==> src/rtl/btn_debounce_pkg.sv <==
// Shared state encoding for the button debouncer.
// The encoding values are fixed so that waveforms and other blocks read the same numbers.
package btn_debounce_pkg;

  typedef enum logic [1:0] {
    S_LOW     = 2'd0,
    S_WAIT_HI = 2'd1,
    S_HIGH    = 2'd2,
    S_WAIT_LO = 2'd3
  } state_t;

endpackage

==> src/rtl/btn_debounce_sync_2ff.sv <==
// Reusable two-flop synchroniser bringing an asynchronous bit into the clk domain.
// Only q may be used downstream; the first stage can be metastable.
module sync_2ff (
  input  logic clk,
  input  logic rst,
  input  logic d,
  output logic q
);

  logic r_s1;
  logic r_q;

  always_ff @(posedge clk) begin
    if (rst) begin
      r_s1 <= 1'b0;
      r_q  <= 1'b0;
    end else begin
      r_s1 <= d;
      r_q  <= r_s1;
    end
  end

  assign q = r_q;

endmodule

==> src/rtl/btn_debounce.sv <==
// Button debouncer: synchronises btn_in, accepts a new level only after it has been stable
// for STABLE_CYCLES clocks, and produces a clean level plus one-cycle rise/fall pulses.
module btn_debounce
  import btn_debounce_pkg::*;
#(
  parameter int STABLE_CYCLES = 1000000,
  parameter int CNT_WIDTH     = 20
) (
  input  logic clk,
  input  logic rst,
  input  logic btn_in,
  output logic btn_level,
  output logic btn_rise,
  output logic btn_fall,
  output logic busy
);

  localparam logic [CNT_WIDTH-1:0] LP_CNT_LAST = CNT_WIDTH'(STABLE_CYCLES - 1);

  logic                 w_btn_s;
  state_t               r_state;
  logic [CNT_WIDTH-1:0] r_cnt;
  logic                 r_level;
  logic                 r_rise;
  logic                 r_fall;
  logic                 r_busy;

  sync_2ff u_sync (
    .clk (clk),
    .rst (rst),
    .d   (btn_in),
    .q   (w_btn_s)
  );

  // Outputs are assigned on the transitions themselves so they stay registered and
  // line up with the state they describe; the counter saturates at LP_CNT_LAST.
  always_ff @(posedge clk) begin
    if (rst) begin
      r_state <= S_LOW;
      r_cnt   <= '0;
      r_level <= 1'b0;
      r_rise  <= 1'b0;
      r_fall  <= 1'b0;
      r_busy  <= 1'b0;
    end else begin
      r_rise <= 1'b0;
      r_fall <= 1'b0;
      case (r_state)
        S_LOW: begin
          if (w_btn_s) begin
            r_state <= S_WAIT_HI;
            r_cnt   <= '0;
            r_busy  <= 1'b1;
          end
        end
        S_WAIT_HI: begin
          if (!w_btn_s) begin
            r_state <= S_LOW;
            r_cnt   <= '0;
            r_busy  <= 1'b0;
          end else if (r_cnt == LP_CNT_LAST) begin
            r_state <= S_HIGH;
            r_level <= 1'b1;
            r_rise  <= 1'b1;
            r_busy  <= 1'b0;
          end else begin
            r_cnt <= r_cnt + CNT_WIDTH'(1);
          end
        end
        S_HIGH: begin
          if (!w_btn_s) begin
            r_state <= S_WAIT_LO;
            r_cnt   <= '0;
            r_busy  <= 1'b1;
          end
        end
        S_WAIT_LO: begin
          if (w_btn_s) begin
            r_state <= S_HIGH;
            r_cnt   <= '0;
            r_busy  <= 1'b0;
          end else if (r_cnt == LP_CNT_LAST) begin
            r_state <= S_LOW;
            r_level <= 1'b0;
            r_fall  <= 1'b1;
            r_busy  <= 1'b0;
          end else begin
            r_cnt <= r_cnt + CNT_WIDTH'(1);
          end
        end
        default: begin
          r_state <= S_LOW;
          r_cnt   <= '0;
          r_level <= 1'b0;
          r_busy  <= 1'b0;
        end
      endcase
    end
  end

  assign btn_level = r_level;
  assign btn_rise  = r_rise;
  assign btn_fall  = r_fall;
  assign busy      = r_busy;

endmodule

==> config.mk <==
export PLATFORM = sky130hd
export DESIGN_NAME = btn_debounce
export DESIGN_NICKNAME = d
export VERILOG_FILES = /design/src/rtl/btn_debounce_pkg.sv /design/src/rtl/btn_debounce_sync_2ff.sv /design/src/rtl/btn_debounce.sv
export SDC_FILE = /design/constraint.sdc
export NUM_CORES = 1
export LEC_CHECK = 0
export CAP_MARGIN = 20
export CORE_MARGIN = 2
export CORE_UTILIZATION = 55
export DETAILED_ROUTE_END_ITERATION = 10
export HOLD_SLACK_MARGIN = 0.05
export PLACE_DENSITY = 0.74
export SYNTH_ARGS = -nofsm -noshare
export SYNTH_HDL_FRONTEND = slang
export SYNTH_HIERARCHICAL = 1
export SYNTH_SLANG_ARGS = --single-unit
export TNS_END_PERCENT = 30
==> constraint.sdc <==
create_clock -name clk -period 2.6 [get_ports clk]
set_clock_uncertainty 0.05 [all_clocks]
set_input_delay 0.52 -clock clk [delete_from_list [all_inputs] [get_ports clk]]
set_output_delay 0.52 -clock clk [all_outputs]
set_load 0.05 [all_outputs]
==> parameters.txt <==
Parameter                              Value

Worst hold path
  Hold path startpoint    u_sync/r_s1
  Min-delay worst type    flip-flop to flip-flop
  Hold path cells    1
  Terminating pin of the worst hold path    u_sync/q

Timing
  RSZ-0062 raised after global routing    no
  Worst-case setup margin in the final layout    433 ps
  Maximum clock frequency    461 MHz
  Least-Margin Pin Slew    503 ps
  Clock period minus final worst setup slack    2170 ps
  Setup TNS after final layout    0 ps
  Number of hold violations in the final report    0
  Final Setup Violations    0
  Crit share post-route    83.4%
  Final max-slew violation count    0
  Max transition margin    66.4%
  Worst hold slack across all endpoints    403 ps

Outcome
  Result of the run    finished clean

Global route
  Maximum number of pins on one net before global-route repair    16
  Global-route wire length before repair    4790 um
  Via count of the first global-routing pass    1016
  Total routing resource utilization after global routing    23.3%
  Gr ovfl total    0
  Number of antenna violations at the first check in global routing    0

Floorplan
  Placeable core region    0.00225 mm^2
  Die Footprint    0.00286 mm^2
  Boundary pin count    7
  Initial core utilization    59.8%
  Die Span X    53.5 um
  Number of rows created at floorplan    17
  Vertical die dimension    53.5 um

Yosys
  Dominant register cell in the synthesized netlist    sky130_fd_sc_hd__dfxtp_1
  Number of flip-flops and latches in the synthesized netlist    28
  Post-Synthesis Cell Area    0.00135 mm^2
  Fraction of synthesis flops using an asynchronous set or reset pin    0%
  Warnings, synthesis    6
  Seq/Total Area, Yosys    41.6%
  Gate count of the mapped netlist    156
  Post-synth EDFFs    0
  Syn avg cell area    8.64 um^2
  Number of nets in the synthesized netlist    160
  Post-synthesis cell type count    36

Clock network
  Maximum level of the CTS H-tree    1
  Clock tree root buffer cell    sky130_fd_sc_hd__clkbuf_4
  Clk pin slew, worst setup/hold paths    140 ps
  Worst-skew pair later-pin latency    320 ps
  CTS resizes    0
  Count of hold-fix buffers inserted at cts    0
  Post-CTS setup buffer count    0
  Clock buffer depth    2
  Clock tree from TritonCTS    built
  Clock Sink Count    28
  Clock buffers created by TritonCTS    3

Route
  Antenna-violating nets left    0
  Violation count after the first detailed-routing iteration    37
  Average wire per cell in the routed design    14.7 um
  Total vias in the final route    1172
  Overall routed net length    2840 um
  Router iterations before antenna repair    4
  Via density per instance    6.07
  DRC errors left    0

Finish
  Final antenna diode count    0
  Filler-free cell count of the finished design    193
  Share of post-route cells with drive strength above 1    8.48%
  Most used cells in the layout excluding fill and tap cells    sky130_fd_sc_hd__dfxtp_1 (28), sky130_fd_sc_hd__nor2_1 (19), sky130_fd_sc_hd__nand3_1 (13)
  Share of the core filled with cells in the final layout    65.8%
  Commonest non-fill, non-tap cell in the layout    sky130_fd_sc_hd__dfxtp_1
  Relative area change from synthesis to final layout    10.0%
  # nets final    171

Power and ir drop
  Peak supply drop    297 uV
  LEAKAGE    0.457 nW
  Total power per unit cell area    447 mW/mm^2

Worst setup path
  Arrival time reported for the critical path endpoint    2350 ps
  Type of the setup path with the least slack    flip-flop to flip-flop
  CP max-delay cell    sky130_fd_sc_hd__or4b_4
  Top cell family by delay on the critical path    simple AND/OR/NAND/NOR gates
  Critical path endpoint category    flip-flop
  Cell-by-cell listing of the critical path    or4b_4 -> or4_4 -> o311a_1 -> xnor2_1 -> nor2_1
  Crit Reg-Reg Endpoint    r_cnt[2]
  Slowest Stage Delay on Critical Path    580 ps
  Sort of element at the start of the critical path    flip-flop
  Worst reg-to-reg path cell count    5
  Setup slack, reg-to-reg    430 ps
  Data required time at the worst endpoint    2780 ps
  Highest net fanout along the worst path    8
  Crit path buf inv count    0
  Startpoint of the worst-slack reg-to-reg timing path    r_cnt[6]

Place
  Placer congestion estimate    0.786
  # port buffers    6
  Detailed placer's ending HPWL    2080 um
  DP Worst Slack    452 ps
  Post-placement cell count    190

Flow run
  Max-cap viol count    0
## cell families after synthesis
family / share of synthesized area, %
compound gates: 13.2
mux: 0.836
buf+inv: 2.88
fa+ha+maj: 0.928
xor+xnor: 10.4
flops: 41.6
simple gates: 30.2
## synthesized netlist by cell type, types with 2 or more instances
| master | instances | area, um^2 |
|---|---|---|
| sky130_fd_sc_hd__a211oi_1 | 4 | 30.0 |
| sky130_fd_sc_hd__a21oi_1 | 7 | 35.0 |
| sky130_fd_sc_hd__a31oi_1 | 2 | 12.5 |
| sky130_fd_sc_hd__and4_1 | 3 | 26.3 |
| sky130_fd_sc_hd__clkbuf_1 | 4 | 15.0 |
| sky130_fd_sc_hd__dfxtp_1 | 28 | 561 |
| sky130_fd_sc_hd__inv_1 | 5 | 18.8 |
| sky130_fd_sc_hd__nand2_1 | 12 | 45.0 |
| sky130_fd_sc_hd__nand3_1 | 13 | 65.1 |
| sky130_fd_sc_hd__nand4_1 | 7 | 43.8 |
| sky130_fd_sc_hd__nor2_1 | 19 | 71.3 |
| sky130_fd_sc_hd__nor2b_1 | 2 | 12.5 |
| sky130_fd_sc_hd__nor3_1 | 3 | 15.0 |
| sky130_fd_sc_hd__nor4_1 | 2 | 12.5 |
| sky130_fd_sc_hd__nor4b_1 | 2 | 17.5 |
| sky130_fd_sc_hd__o21ai_0 | 6 | 30.0 |
| sky130_fd_sc_hd__o311a_1 | 2 | 20.0 |
| sky130_fd_sc_hd__o32ai_1 | 2 | 17.5 |
| sky130_fd_sc_hd__or4_4 | 2 | 22.5 |
| sky130_fd_sc_hd__xnor2_1 | 11 | 96.3 |
| sky130_fd_sc_hd__xor2_1 | 5 | 43.8 |
## state kept, by name, summed over array words and instances (netlist names), named ones only
signal	count
r_cnt	20
btn_fall	1
btn_level	1
btn_rise	1
busy	1
r_state	1
u_sync/q	1
u_sync/r_s1	1
## metrics by stage
stage	cell area (um^2)	power, mW
6_report	1480	0.662
4_1_cts	1480	0.667
3_3_place_gp	1460	0.497
3_5_place_dp	1460	0.497
2_1_floorplan	1350	0.479
5_1_grt	1480	0.687
## worst max-delay path by stage
| stage | startpoint | to | cells past startpoint |
|---|---|---|---|
| after floorplan | r_cnt[6] | r_cnt[2] | 5 |
| after global placement | r_cnt[6] | r_cnt[2] | 5 |
| after detailed placement | r_cnt[6] | r_cnt[2] | 5 |
| after CTS | r_cnt[6] | r_cnt[2] | 5 |
| after global routing | r_cnt[6] | r_cnt[2] | 5 |
| final | r_cnt[6] | r_cnt[2] | 5 |
## area by class of cell
class / count / area [um^2]
Sequential cell: 28 / 561
Multi-Input combinational cell: 118 / 748
Fill cell: 203 / 772
Timing Repair Buffer: 11 / 97.6
Inverter: 5 / 18.8
Tap cell: 28 / 35.0
Clock buffer: 3 / 22.5
## worst register-to-register path, cell delays in order, from the launching register on
cell,delay (ps)
sky130_fd_sc_hd__dfxtp_1,390
sky130_fd_sc_hd__or4b_4,580
sky130_fd_sc_hd__or4_4,540
sky130_fd_sc_hd__o311a_1,310
sky130_fd_sc_hd__xnor2_1,150
sky130_fd_sc_hd__nor2_1,60
## metal layers
metal  track usage, %  part of all wire [%]  vias up
met5                0                     0        -
met4             7.69                   1.3        0
met3             4.24                   5.3        5
met2             35.8                    46       40
met1             32.9                    47      536
li1                 -                     -      591
## power by group
group | switching (mW) | total (mW) | internal (mW)
clock network | 0.120 | 0.174 | 0.0544
registers | 0.00587 | 0.441 | 0.435
logic | 0.0303 | 0.0473 | 0.0170
No activity file was read; power rests on OpenSTA's default activity.
